===== src/rtl/if_pipe_pkg.sv =====
// Shared types and constants for pipeline stage registers.
package if_pipe_pkg;

  // ARM MOV R0,R0: default bubble for ID-facing instances
  localparam logic [31:0] NOP_ARM = 32'hE1A00000;

  localparam int unsigned OCC_W = 2;

  // Occupancy doubles as the skid FSM state
  typedef enum logic [1:0] {
    ST_EMPTY = 2'd0,
    ST_ONE   = 2'd1,
    ST_TWO   = 2'd2
  } occ_e;

  // PC/instruction beat at the default 32/32 widths
  typedef struct packed {
    logic [31:0] pc;
    logic [31:0] instr;
  } beat_t;

endpackage


===== src/rtl/if_pipe_reg_if.sv =====
// Valid/ready beat bus between two pipeline stages, seen from both sides.
interface if_pipe_reg_if #(
  parameter int unsigned PC_W    = 32,
  parameter int unsigned INSTR_W = 32
);

  logic               in_valid;
  logic               in_ready;
  logic [PC_W-1:0]    in_pc;
  logic [INSTR_W-1:0] in_instr;
  logic               out_valid;
  logic               out_ready;
  logic [PC_W-1:0]    out_pc;
  logic [INSTR_W-1:0] out_instr;
  logic [1:0]         occupancy;

  // Environment side: drives upstream beats and downstream ready
  modport master (
    output in_valid, in_pc, in_instr, out_ready,
    input  in_ready, out_valid, out_pc, out_instr, occupancy
  );

  // Stage register side
  modport slave (
    input  in_valid, in_pc, in_instr, out_ready,
    output in_ready, out_valid, out_pc, out_instr, occupancy
  );

endinterface


===== src/rtl/if_pipe_slot.sv =====
// Single payload register with load, synchronous clear and a reset/clear value.
module if_pipe_slot #(
  parameter int unsigned   W       = 64,
  parameter logic [W-1:0]  RST_VAL = '0
) (
  input  logic         clk,
  input  logic         rst_n,
  input  logic         i_load,
  input  logic         i_clear,
  input  logic [W-1:0] i_d,
  output logic [W-1:0] o_q
);

  logic [W-1:0] r_q;

  // Clear wins over load; both return the slot to its empty value
  always_ff @(posedge clk or negedge rst_n) begin
    if (!rst_n) begin
      r_q <= RST_VAL;
    end else if (i_clear) begin
      r_q <= RST_VAL;
    end else if (i_load) begin
      r_q <= i_d;
    end
  end

  assign o_q = r_q;

endmodule


===== src/rtl/if_pipe_reg.sv =====
// Pipeline stage register for PC/instruction beats with freeze, flush and
// an optional two-entry skid buffer.
module if_pipe_reg
  import if_pipe_pkg::*;
#(
  parameter int unsigned        PC_W      = 32,
  parameter int unsigned        INSTR_W   = 32,
  parameter logic [INSTR_W-1:0] NOP_INSTR = '0,
  parameter bit                 SKID      = 1'b1
) (
  input  logic          clk,
  input  logic          rst_n,
  input  logic          freeze,
  input  logic          flush,
  if_pipe_reg_if.slave  bus
);

  localparam int unsigned         BEAT_W     = PC_W + INSTR_W;
  localparam logic [BEAT_W-1:0]   EMPTY_BEAT = {PC_W'(0), NOP_INSTR};

  logic [BEAT_W-1:0] w_in_beat;
  logic [BEAT_W-1:0] w_main_q;
  logic [BEAT_W-1:0] w_main_d;
  logic [BEAT_W-1:0] w_drain_beat;
  logic              w_main_load;
  logic              w_in_ready;
  logic              w_out_valid;
  logic              w_in_xfer;
  logic              w_out_xfer;
  logic [OCC_W-1:0]  w_occ;

  assign w_in_beat    = {bus.in_pc, bus.in_instr};
  // Draining the output keeps the last PC visible but shows the bubble
  assign w_drain_beat = {w_main_q[BEAT_W-1:INSTR_W], NOP_INSTR};
  assign w_in_xfer    = bus.in_valid & w_in_ready;
  assign w_out_xfer   = w_out_valid & bus.out_ready & ~freeze;

  // Output-facing entry; its contents are the stage outputs
  if_pipe_slot #(
    .W       (BEAT_W),
    .RST_VAL (EMPTY_BEAT)
  ) u_main (
    .clk     (clk),
    .rst_n   (rst_n),
    .i_load  (w_main_load),
    .i_clear (flush),
    .i_d     (w_main_d),
    .o_q     (w_main_q)
  );

  generate
    if (SKID) begin : g_skid
      occ_e              r_state;
      occ_e              w_state_nxt;
      logic              w_skid_load;
      logic [BEAT_W-1:0] w_skid_q;

      // Overflow entry that catches the beat in flight when downstream stalls
      if_pipe_slot #(
        .W       (BEAT_W),
        .RST_VAL ('0)
      ) u_skid (
        .clk     (clk),
        .rst_n   (rst_n),
        .i_load  (w_skid_load),
        .i_clear (flush),
        .i_d     (w_in_beat),
        .o_q     (w_skid_q)
      );

      // Occupancy state register
      always_ff @(posedge clk or negedge rst_n) begin
        if (!rst_n) begin
          r_state <= ST_EMPTY;
        end else begin
          r_state <= w_state_nxt;
        end
      end

      // Next occupancy and slot load controls; flush empties both slots
      always_comb begin
        w_state_nxt = r_state;
        w_main_load = 1'b0;
        w_main_d    = w_in_beat;
        w_skid_load = 1'b0;
        if (flush) begin
          w_state_nxt = ST_EMPTY;
        end else begin
          case (r_state)
            ST_EMPTY: begin
              if (w_in_xfer) begin
                w_main_load = 1'b1;
                w_state_nxt = ST_ONE;
              end
            end
            ST_ONE: begin
              if (w_in_xfer && w_out_xfer) begin
                w_main_load = 1'b1;
              end else if (w_out_xfer) begin
                w_main_load = 1'b1;
                w_main_d    = w_drain_beat;
                w_state_nxt = ST_EMPTY;
              end else if (w_in_xfer) begin
                w_skid_load = 1'b1;
                w_state_nxt = ST_TWO;
              end
            end
            ST_TWO: begin
              if (w_out_xfer) begin
                w_main_load = 1'b1;
                w_main_d    = w_skid_q;
                w_state_nxt = ST_ONE;
              end
            end
            default: begin
              w_state_nxt = ST_EMPTY;
            end
          endcase
        end
      end

      // Ready depends only on held state and freeze, never on out_ready
      assign w_in_ready  = (r_state != ST_TWO) & ~freeze;
      assign w_out_valid = (r_state != ST_EMPTY);
      assign w_occ       = OCC_W'(r_state);
    end else begin : g_single
      logic r_valid;

      // Single-entry valid flag
      always_ff @(posedge clk or negedge rst_n) begin
        if (!rst_n) begin
          r_valid <= 1'b0;
        end else if (flush) begin
          r_valid <= 1'b0;
        end else if (w_in_xfer) begin
          r_valid <= 1'b1;
        end else if (w_out_xfer) begin
          r_valid <= 1'b0;
        end
      end

      // Main slot load: replace on accept, show the bubble on drain
      always_comb begin
        w_main_load = 1'b0;
        w_main_d    = w_in_beat;
        if (!flush) begin
          if (w_in_xfer) begin
            w_main_load = 1'b1;
          end else if (w_out_xfer) begin
            w_main_load = 1'b1;
            w_main_d    = w_drain_beat;
          end
        end
      end

      // Accepts into a slot that is empty or draining this cycle
      assign w_in_ready  = (~r_valid | bus.out_ready) & ~freeze;
      assign w_out_valid = r_valid;
      assign w_occ       = {1'b0, r_valid};
    end
  endgenerate

  assign bus.in_ready  = w_in_ready;
  assign bus.out_valid = w_out_valid;
  assign bus.out_pc    = w_main_q[BEAT_W-1:INSTR_W];
  assign bus.out_instr = w_main_q[INSTR_W-1:0];
  assign bus.occupancy = w_occ;

endmodule


===== src/flat_wrapper.sv =====
// flat-port wrapper written by rule: the top's interface ports become plain ports
module if_pipe_reg_flat import if_pipe_pkg::*;
#(
  parameter int unsigned        PC_W      = 32,
  parameter int unsigned        INSTR_W   = 32,
  parameter logic [INSTR_W-1:0] NOP_INSTR = '0,
  parameter bit                 SKID      = 1'b1
)
  (clk, rst_n, freeze, flush, bus_in_valid, bus_in_pc, bus_in_instr, bus_out_ready, bus_in_ready, bus_out_valid, bus_out_pc, bus_out_instr, bus_occupancy);
  if_pipe_reg_if #(.PC_W(PC_W), .INSTR_W(INSTR_W)) bus_i ();
  input  logic clk;
  input  logic rst_n;
  input  logic freeze;
  input  logic flush;
  input wire logic [$bits(bus_i.in_valid)-1:0] bus_in_valid;
  input wire logic [$bits(bus_i.in_pc)-1:0] bus_in_pc;
  input wire logic [$bits(bus_i.in_instr)-1:0] bus_in_instr;
  input wire logic [$bits(bus_i.out_ready)-1:0] bus_out_ready;
  output wire logic [$bits(bus_i.in_ready)-1:0] bus_in_ready;
  output wire logic [$bits(bus_i.out_valid)-1:0] bus_out_valid;
  output wire logic [$bits(bus_i.out_pc)-1:0] bus_out_pc;
  output wire logic [$bits(bus_i.out_instr)-1:0] bus_out_instr;
  output wire logic [$bits(bus_i.occupancy)-1:0] bus_occupancy;
  assign bus_i.in_valid = bus_in_valid;
  assign bus_i.in_pc = bus_in_pc;
  assign bus_i.in_instr = bus_in_instr;
  assign bus_i.out_ready = bus_out_ready;
  assign bus_in_ready = bus_i.in_ready;
  assign bus_out_valid = bus_i.out_valid;
  assign bus_out_pc = bus_i.out_pc;
  assign bus_out_instr = bus_i.out_instr;
  assign bus_occupancy = bus_i.occupancy;
  if_pipe_reg #(.PC_W(PC_W), .INSTR_W(INSTR_W), .NOP_INSTR(NOP_INSTR), .SKID(SKID)) u_core (.clk(clk), .rst_n(rst_n), .freeze(freeze), .flush(flush), .bus(bus_i));
endmodule

===== config.mk =====
export PLATFORM = sky130hd
export DESIGN_NAME = if_pipe_reg_flat
export DESIGN_NICKNAME = d
export VERILOG_FILES = /design/src/rtl/if_pipe_pkg.sv /design/src/rtl/if_pipe_reg_if.sv /design/src/rtl/if_pipe_slot.sv /design/src/rtl/if_pipe_reg.sv /design/src/flat_wrapper.sv
export SDC_FILE = /design/constraint.sdc
export NUM_CORES = 1
export LEC_CHECK = 0
export CORE_UTILIZATION = 40
export CTS_CLUSTER_DIAMETER = 120
export DETAILED_ROUTE_END_ITERATION = 6
export GPL_ROUTABILITY_DRIVEN = 0
export PLACE_DENSITY = 0.7
export RECOVER_POWER = 25
export SKIP_LAST_GASP = 1
export SYNTH_ARGS = -nofsm -noshare
export SYNTH_HDL_FRONTEND = slang
export SYNTH_SLANG_ARGS = --single-unit

===== constraint.sdc =====
create_clock -name clk -period 4.8 [get_ports clk]
set_input_delay 0.72 -clock clk [delete_from_list [all_inputs] [get_ports clk]]
set_output_delay 0.72 -clock clk [all_outputs]
set_load 0.05 [all_outputs]

==> results of run 1 <==
==> where the power goes <==
part	switching (uW)	total [uW]	internal (uW)	leakage [uW]
sequential	40.4	1200	1160	0.00179
combinational	539	817	278	0.00142
clock	462	1200	734	0.000266
==> synthesized netlist by cell type (all sizes together), types with 2 or more instances <==
cell       n  area, sq um
a21oi     65        325.3
a221oi    63        551.8
a311oi    63        551.8
buf       41        295.3
clkbuf    35        132.6
dfrtp    130         3253
ha         4        50.05
inv       67        251.5
nand2    129        484.2
nand2b     3        18.77
nand3      2        10.01
nor2       5        18.77
nor2b      2        12.51
nor3       2        21.27
o2bb2ai   65        569.3
==> through the flow <==
stage | total power, uW | hold slack (ns) | std cells
floorplan | 1734 | 0.4244 | 689
global placement | 2006 | 0.4732 | 975
detailed placement | 2026 | 0.4727 | 975
CTS | 3219 | 0.4095 | 1007
global route | 3334 | 0.5033 | 1007
finish | 3212 | 0.4857 | 1007
==> worst max-delay path, cell delays in order <==
cell and delay [ns]:
clkdlybuf4s50_1 0.55, nor3b_4 0.91, and3_2 1.23, a221oi_1 0.25
o2bb2ai_1 0.23
==> routing by layer <==
layer,up-vias,routed length [um],part of all wire [%]
li1,2732,-,-
met1,3016,8622,43
met2,324,9377,47
met3,41,1471,7.4
met4,0,501,2.5
met5,-,0,0
==> cell type report <==
cell class / instances / area, sq um / share of cell area (%)
inverters: 67 / 251.5 / 2.946
clock buffers: 26 / 479.2 / 5.614
flip-flops and latches: 130 / 3253 / 38.11
well taps: 216 / 270.3 / 3.166
clock inverters: 6 / 55.05 / 0.6450
multi-input cells: 416 / 2785 / 32.63
repair buffers: 146 / 1441 / 16.89
==> worst max-delay path by stage <==
stage | startpoint | to | slack (ns)
2_1_floorplan | u_core.bus.occupancy[0] | bus_in_ready | 2.36
3_3_place_gp | freeze | u_core.u_main.o_q[26] | 0.98
3_5_place_dp | freeze | u_core.u_main.o_q[10] | 0.82
4_1_cts | freeze | u_core.u_main.o_q[10] | 1.24
5_1_grt | freeze | u_core.u_main.o_q[0] | 0.97
6_report | freeze | u_core.u_main.o_q[0] | 1.21
==> layout by cell type (no fill, tap or decap), types with 2 or more instances in the layout <==
cell type	count
nor2_1	4
nand2_1	129
clkbuf_1	7
dfrtp_1	130
clkdlybuf4s50_1	135
ha_1	3
buf_4	8
inv_1	67
nand3_1	2
clkinv_2	5
a221oi_1	63
nand2b_1	2
clkbuf_8	2
o2bb2ai_1	65
a21oi_1	64
clkbuf_16	17
a311oi_1	63
==> sequential cells by signal, indices dropped and copies added, names as in the netlist <==
| name | count |
|---|---|
| u_core.g_skid.u_skid.o_q | 64 |
| u_core.u_main.o_q | 64 |
| u_core.bus.occupancy | 2 |
==> cell families after synthesis <==
kind of cell	Yosys count	synth area share, %
AOI/OAI and AO/OA	263	30.97
xor gates and xnor gates	1	0.1312
and+or+nand+nor	147	9.072
muxes	1	0.1687
buffers and inverters	143	10.18
adders and majority gates	4	0.7498
DFF	130	48.73
==> out/metrics.cfg, run 1 <==
[outcome]
status=finished with violations
failed_checks=design-rule violations, max-capacitance violations, max-slew violations

[die]
rows=46
die-width_um=131.2
die-area_sq_um=17210
ios=138
coreArea_sq_um=16120
die_h_um=131.2
start_util_pct=41.42

[timing]
slew_headroom_pct=-52.36
max_freq_mhz=278.5
fin_crit_ns=3.590
skew_ns=0.007135
setup_viol=0
final_hold_viol_count=0
fin_crit_sh_pct=74.80
finalWorstSetupSlack_ns=1.210
slew_viol_final=90
setup_tns_ns=0
rsz0062_at_grt=false
worst_slew_pin_slew_ns=2.285

[logic_synthesis]
yosysWarnings=0
syn-instance-count=689
synth_edf_count=0
synth.distinct_cells=32
avgSynthCellArea_sq_um=9.688
ys_seq_area_share_pct=48.73
synthesis.area_sq_um=6675
synth_async_sr_flop_share_pct=100.0
synth_seq_cells=130
synth_flop_cell=dfrtp_1
postSynthNetCount=763

[placed_design]
placed_cell_area_sq_um=8008
portBuffers=137
dp_hpwl_um=11800
pre_cts_ws_ns=0.8167

[route]
num_vias=6113
initialDrtViolationCount=592
drcViolationCount=8
firstDrtPassIters=7
wl_um=19970
ant_nets=0
vias_per_cell=6.071
avgRoutedWirePerCell_um=19.83

[clocking]
cts_buffers=17
path_clk_slew_ns=0.05
cts_root_buf=clkbuf_16
cts_resized=0
cts_tree=done
post-cts-setup-buffers=0
cts_hold_buf=0
htreeDepth=4
cts_max_path_buffers=2
insertion_delay_ns=0.43
clkSinkCount=130

[grt]
grt.met3_usage_pct=5.671
grt_use_met1_pct=29.84
grt_overflow=0
first_global_vias=6213
grtUsageTotal_pct=23.58
busiest_layer=met2
grt_max_degree=90
grt_antenna_before_repair=0
grt.met2_usage_pct=37.56
grt_pass1_wl_um=32320

[setup_path]
worstSetupEndpointType=flip-flop
rr_worst_depth=6
timing.rr.end=u_core.u_main.o_q[0]
rr_startpoint=u_core.bus.occupancy[0]
worstPathArrival_ns=3.92
worstSetupPathType=input port to flip-flop
r2r_slack_ns=1.38
crit_path_start_kind=input port
critPathRequiredTime_ns=5.12
cp_max_fo=63

[min_path]
min_path_type=flip-flop to flip-flop
hold-path-cell-count=1
worstHoldStart=u_core.u_main.o_q[30]
hold-path-endpoint=u_core.u_main.o_q[30]

[cells_and_area]
final_area_sq_um=8536
num_antenna_cells=0
nFillCells=1420
drive_gt1_share_pct=6.068
layout.nets=852
areaGrowthSynthToFinish_pct=27.87
final_util_pct=52.97

[flow_run]
maxCapViolCount=1

[power_and_ir_drop]
peakVddDrop_mv=0.2560
leakage_uw=0.003480
power_density_nw_per_um2=376.3

Note: power is estimated with default switching activity, not from simulation.
==> run 2, diff against run 1 <==
==> constraint.sdc (replaced) <==
create_clock -name clk -period 3.7 [get_ports clk]
set_input_delay 0.555 -clock clk [delete_from_list [all_inputs] [get_ports clk]]
set_output_delay 0.555 -clock clk [all_outputs]
set_load 0.05 [all_outputs]
==> run 2 against run 1 <==
  * The flow finishes with violations (max-capacitance violations, max-slew violations)
  * Total power grew 33%
  * Final cell count is 0.89% higher
  * Final area is 1.5% higher
  * Largest power group is now the clock network
==> out/metrics.cfg, run 2 (synthesized netlist as in run 1, its figures left out) <==
[route]
avgRoutedWirePerCell_um=20.17  ; +1.7%
num_vias=6184  ; +1.2%
drcViolationCount=0  ; -8
ant_nets=0  ; unchanged
vias_per_cell=6.087  ; +0.27%
initialDrtViolationCount=790  ; +33%
firstDrtPassIters=6  ; -1
wl_um=20490  ; +2.6%

[flow_run]
maxCapViolCount=1  ; unchanged

[cells_and_area]
nFillCells=1392  ; -2.0%
multiInputGateArea_sq_um=2785  ; unchanged
layout_commonest_cell=clkdlybuf4s50_1
stdcell_count=1016  ; +0.89%
mostFrequentLayoutCells=clkdlybuf4s50_1 (135), dfrtp_1 (130), nand2_1 (129)
seq_area_sq_um=3253  ; unchanged
drive_gt1_share_pct=7.375  ; +1.3 points
areaGrowthSynthToFinish_pct=29.78
num_antenna_cells=0  ; unchanged
layout.nets=862  ; +1.2%

[die]
coreArea_sq_um=16120  ; unchanged
die-area_sq_um=17210  ; unchanged
rows=46  ; unchanged
die_h_um=131.2  ; unchanged
start_util_pct=41.42  ; unchanged
die-width_um=131.2  ; unchanged
ios=138  ; unchanged

[clocking]
cts_buffers=17  ; unchanged
cts_tree=done
cts_max_path_buffers=2  ; unchanged
insertion_delay_ns=0.41  ; -0.02 ns
cts_root_buf=clkbuf_16
cts_resized=0  ; unchanged
cts_hold_buf=0  ; unchanged
path_clk_slew_ns=0.06  ; about the same
post-cts-setup-buffers=0  ; unchanged
htreeDepth=4  ; unchanged
clkSinkCount=130  ; unchanged

[min_path]
hold-path-endpoint=u_core.u_main.o_q[16]
worstHoldStart=u_core.u_main.o_q[16]
min_path_type=flip-flop to flip-flop
hold-path-cell-count=1  ; unchanged

[timing]
slew_viol_final=98  ; +8.9%
setup_viol=0  ; unchanged
finalWorstSetupSlack_ns=0.8487  ; -0.3609 ns
fin_crit_ns=2.851
slew_headroom_pct=-69.67  ; -17 points
max_freq_mhz=350.7
skew_ns=0.008176  ; +0.001040 ns
setup_tns_ns=0  ; unchanged
hold_slack_ns=0.4890  ; +0.003317 ns
final_hold_viol_count=0  ; unchanged
rsz0062_at_grt=false
fin_crit_sh_pct=77.06
worst_slew_pin_slew_ns=2.545  ; +0.2597 ns

[placed_design]
dp.cells=985  ; +1.0%
portBuffers=137  ; unchanged
pre_cts_ws_ns=0.7129  ; -0.1038 ns
dp_hpwl_um=12260  ; +4.0%

[grt]
grt_pass1_wl_um=33520  ; +3.7%
grt_max_degree=98  ; +8.9%
grt_antenna_before_repair=0  ; unchanged
grt_overflow=0  ; unchanged
first_global_vias=6378  ; +2.7%
grtUsageTotal_pct=24.43  ; +0.85 points

[setup_path]
cp_cell_sequence=inv_1 -> ha_1 -> nor2_1 -> clkdlybuf4s50_1
cp_max_fo=6  ; -90%
cpLargestDelayFamily=buffers and inverters
critical-path-slowest-cell=clkdlybuf4s50_1
path_buf_inv=2  ; +1
worstSetupEndpointType=primary output
worstPathArrival_ns=2.30  ; -1.62 ns
timing.rr.end=u_core.g_skid.u_skid.o_q[40]
r2r_slack_ns=1.00  ; -0.38 ns
slowest_delay_ns=0.85  ; -0.38 ns
crit_path_start_kind=flip-flop
worstSetupPathType=flip-flop to primary output
critPathRequiredTime_ns=3.14  ; -1.98 ns
rr_startpoint=u_core.bus.occupancy[0]
rr_worst_depth=6  ; unchanged

[outcome]
failed_checks=max-capacitance violations, max-slew violations
status=finished with violations

[power_and_ir_drop]
total_power_uw=4284  ; +33%
leakage_uw=0.003552  ; +2.1%
power_density_nw_per_um2=494.4  ; +31%
peakVddDrop_mv=0.3143  ; +23%

run 2: cell types whose count changed in the layout (fill, tap and decap cells not counted), sizes merged:
cell    delta
buf       +10
bufinv     +1
clkinv     -2
run 2: how the worst max path moves through the flow:
stage | startpoint | to | cells past startpoint
6_report | u_core.bus.occupancy[0] | bus_in_ready | 4
5_1_grt | u_core.bus.occupancy[0] | bus_in_ready | 4
4_1_cts | u_core.bus.occupancy[0] | bus_in_ready | 4
3_5_place_dp | freeze | u_core.u_main.o_q[43] | 7
3_3_place_gp | freeze | u_core.u_main.o_q[8] | 7
2_1_floorplan | u_core.bus.occupancy[0] | u_core.u_main.o_q[10] | 7
run 2: through the flow:
step / area, sq um / utilization [%]
global placement: 8095 / 50.23
finish: 8663 / 53.76
floorplan: 6675 / -
detailed placement: 8095 / 50.23
CTS: 8670 / 53.80
global route: 8663 / 53.76
run 2: metal layers:
metal,share of wire (%),global-route usage (%)
met2,49,39.60
met5,0,0
met4,1.9,10.98
met3,7.1,5.208
met1,42,31.28
run 2: worst reg2reg max path, stage by stage (launching register included):
cell and delay, ns:
dfrtp_1 0.41, inv_1 0.11, ha_1 0.29, nand2b_2 0.28, or3_2 1.06, nand2_1 0.29, a21oi_1 0.09
run 2: where the power goes:
part | internal, uW | switching [uW] | total (uW) | leakage (uW)
registers | 1500 | 52.5 | 1560 | 0.00179
logic | 377 | 707 | 1080 | 0.00147
clock network | 1060 | 588 | 1640 | 0.000284
total | 2940 | 1350 | 4280 | 0.00355
run 2: area by class of cell:
class	instances	area share [%]
Sequential cell	130	37.55
Tap cell	216	3.120
Clock buffer	26	5.763
Multi-Input combinational cell	416	32.15
Inverter	67	2.903
Timing Repair Buffer	156	17.65
Clock inverter	5	0.8666
==> run 3, diff against run 2 <==
--- a/config.mk
+++ b/config.mk
@@ -9,7 +9,7 @@
 export CTS_CLUSTER_DIAMETER = 120
 export DETAILED_ROUTE_END_ITERATION = 6
 export GPL_ROUTABILITY_DRIVEN = 0
-export PLACE_DENSITY = 0.7
+export PLACE_DENSITY = 0.72
 export RECOVER_POWER = 25
 export SKIP_LAST_GASP = 1
 export SYNTH_ARGS = -nofsm -noshare
==> constraint.sdc (replaced) <==
create_clock -name clk -period 2.6 [get_ports clk]
set_input_delay 0.39 -clock clk [delete_from_list [all_inputs] [get_ports clk]]
set_output_delay 0.39 -clock clk [all_outputs]
set_load 0.05 [all_outputs]
==> run 3 against run 2 <==
  * The run now ends clean
  * Register-to-register slack worse by 0.78 ns
  * Critical endpoint is now u_core.u_main.o_q[37]
  * Final cell count increased by 1.2%
  * Hold slack got worse by 0.11 ns
  * Sequential power rose by 42%
  * Sequential share of layout area is 0.48 points lower
  * Largest cell class unchanged
  * Final area rose by 1.3%
  * Largest power group unchanged
  * Critical path depth is 3 higher
  * Die area did not move
  * Non-clock buffer count grew 13
  * Utilization is 0.70 points higher
==> out/metrics.cfg, run 3 (synthesized netlist as in run 1, its figures left out) <==
[grt]
grt_overflow=0  ; unchanged
grt_pass1_wl_um=31860  ; -5.0%
grt_max_degree=65  ; -34%
first_global_vias=5948  ; -6.7%
grtUsageTotal_pct=23.31  ; -1.1 points
grt_antenna_before_repair=0  ; unchanged

[setup_path]
worstSetupPathType=flip-flop to flip-flop
critical-path-slowest-cell=nor2_4
worstPathArrival_ns=2.72  ; +0.42 ns
critPathRequiredTime_ns=2.94  ; -0.20 ns
worstSetupEndpointType=flip-flop
crit_path_start_kind=flip-flop
cp_max_fo=43  ; +37
cp_cell_sequence=inv_1 -> ha_2 -> nor3b_4 -> nor2_4 -> buf_4 -> a221oi_1 -> o2bb2ai_1
slowest_delay_ns=0.80  ; -0.05 ns

[power_and_ir_drop]
p_int_uw=4164  ; +42%
pwr-share-comb_pct=25.7  ; +0.4 points
swShare_pct=31.27  ; -0.18 points
leakage_uw=0.003635  ; +2.3%
p_switching_uw=1895  ; +41%
power_density_nw_per_um2=690.4  ; +40%
peakVddDrop_mv=0.4485  ; +43%
pwr-share-clk_pct=37.9  ; -0.5 points
pwr-share-seq_pct=36.5  ; +0.2 points

[route]
vias_per_cell=5.884  ; -3.3%
num_vias=6049  ; -2.2%
firstDrtPassIters=7  ; +1
wl_um=19350  ; -5.6%
ant_nets=0  ; unchanged
avgRoutedWirePerCell_um=18.83  ; -6.7%
initialDrtViolationCount=584  ; -26%
drcViolationCount=0  ; unchanged

[cells_and_area]
num_antenna_cells=0  ; unchanged
areaGrowthSynthToFinish_pct=31.47
layout.nets=875  ; +1.5%
mostFrequentLayoutCells=clkdlybuf4s50_1 (133), dfrtp_1 (130), nand2_1 (129)
layout_commonest_cell=clkdlybuf4s50_1
drive_gt1_share_pct=8.867  ; +1.5 points

[die]
die_h_um=131.2  ; unchanged
start_util_pct=41.42  ; unchanged
die-area_sq_um=17210  ; unchanged
rows=46  ; unchanged
die-width_um=131.2  ; unchanged
coreArea_sq_um=16120  ; unchanged
ios=138  ; unchanged

[timing]
rsz0062_at_grt=false
final_hold_viol_count=0  ; unchanged
finalWorstSetupSlack_ns=0.2194  ; -0.6293 ns
hold_slack_ns=0.3771  ; -0.1118 ns
setup_tns_ns=0  ; unchanged
max_freq_mhz=420.1
skew_ns=0.009060  ; +0.0008842 ns
setup_viol=0  ; unchanged
fin_crit_ns=2.381
slew_headroom_pct=0.5107  ; +70 points
worst_slew_pin_slew_ns=1.492  ; -1.053 ns
slew_viol_final=0  ; -100%
fin_crit_sh_pct=91.56

[clocking]
cts_root_buf=clkbuf_16
insertion_delay_ns=0.42  ; about the same
htreeDepth=4  ; unchanged
cts_buffers=17  ; unchanged
clkSinkCount=130  ; unchanged
cts_max_path_buffers=2  ; unchanged
cts_tree=done
path_clk_slew_ns=0.05  ; about the same

[placed_design]
pre_cts_ws_ns=0.04531  ; -0.6676 ns
dp_hpwl_um=11700  ; -4.6%
portBuffers=137  ; unchanged

[min_path]
min_path_type=input port to flip-flop

[outcome]
status=finished, final reports clean

[flow_run]
maxCapViolCount=0  ; -1

-- run 3: final timing paths --
check                                   startpoint                      endpoint  slack [ns]  depth (start not counted)
max                        u_core.bus.occupancy[0]         u_core.u_main.o_q[37]        0.22                          7
min                                          flush  u_core.g_skid.u_skid.o_q[63]        0.38                          2
max reg2reg                u_core.bus.occupancy[0]         u_core.u_main.o_q[37]        0.22                          7
min reg2reg                  u_core.u_main.o_q[31]         u_core.u_main.o_q[31]        0.49                          1
max in group asynchronous                    rst_n         u_core.u_main.o_q[37]        0.70                          3
min in group asynchronous                    rst_n         u_core.u_main.o_q[34]        0.87                          2
-- run 3: worst max-delay path: cells and delay by family (launching register included) --
kind / cells / cell delay [ns]
adders and majority gates: 1 / 0.25
buffers and inverters: 2 / 0.46
AOI/OAI and AO/OA: 2 / 0.25
DFF: 1 / 0.41
and+or+nand+nor: 2 / 0.87
-- run 3: power by group through the flow --
| stage | sequential (uW) | clock, uW | combinational (uW) |
|---|---|---|---|
| global route | 2220 | 2420 | 1660 |
| global placement | 2240 | 0 | 1530 |
| finish | 2210 | 2300 | 1550 |
| detailed placement | 2240 | 0 | 1550 |
| floorplan | 2540 | 0 | 664 |
| CTS | 2210 | 2330 | 1560 |
-- run 3: per-stage QoR --
stage	util, %	std cells	power [uW]	area (sq um)
6_report	54.46	1028	6059	8776
5_1_grt	54.46	1028	6306	8776
4_1_cts	54.48	1028	6096	8780
3_5_place_dp	50.93	997	3790	8208
3_3_place_gp	50.93	997	3776	8208
2_1_floorplan	-	689	3200	6675
-- run 3: metal layers --
layer	global-route usage, %	wire length, um	up-vias
li1	-	-	2791
met1	31.59	8574	2989
met2	37.15	9341	243
met3	4.437	1136	26
met4	8.170	302	0
met5	0	0	-
-- run 3: area by class of cell --
cell class	instances	area (sq um)
Fill cell	1441	7340
Clock inverter	6	80.08
Inverter	67	251.5
Tap cell	216	270.3
Sequential cell	130	3253
Clock buffer	24	481.7
Timing Repair Buffer	169	1654
Multi-Input combinational cell	416	2785
-- run 3: repair_timing --
action	4_1_cts	5_1_grt
endpoints found under the hold margin	54	0
buffers inserted	0	0
hold buffers	1	0
setup endpoints to repair	0	1
resized for setup	0	1
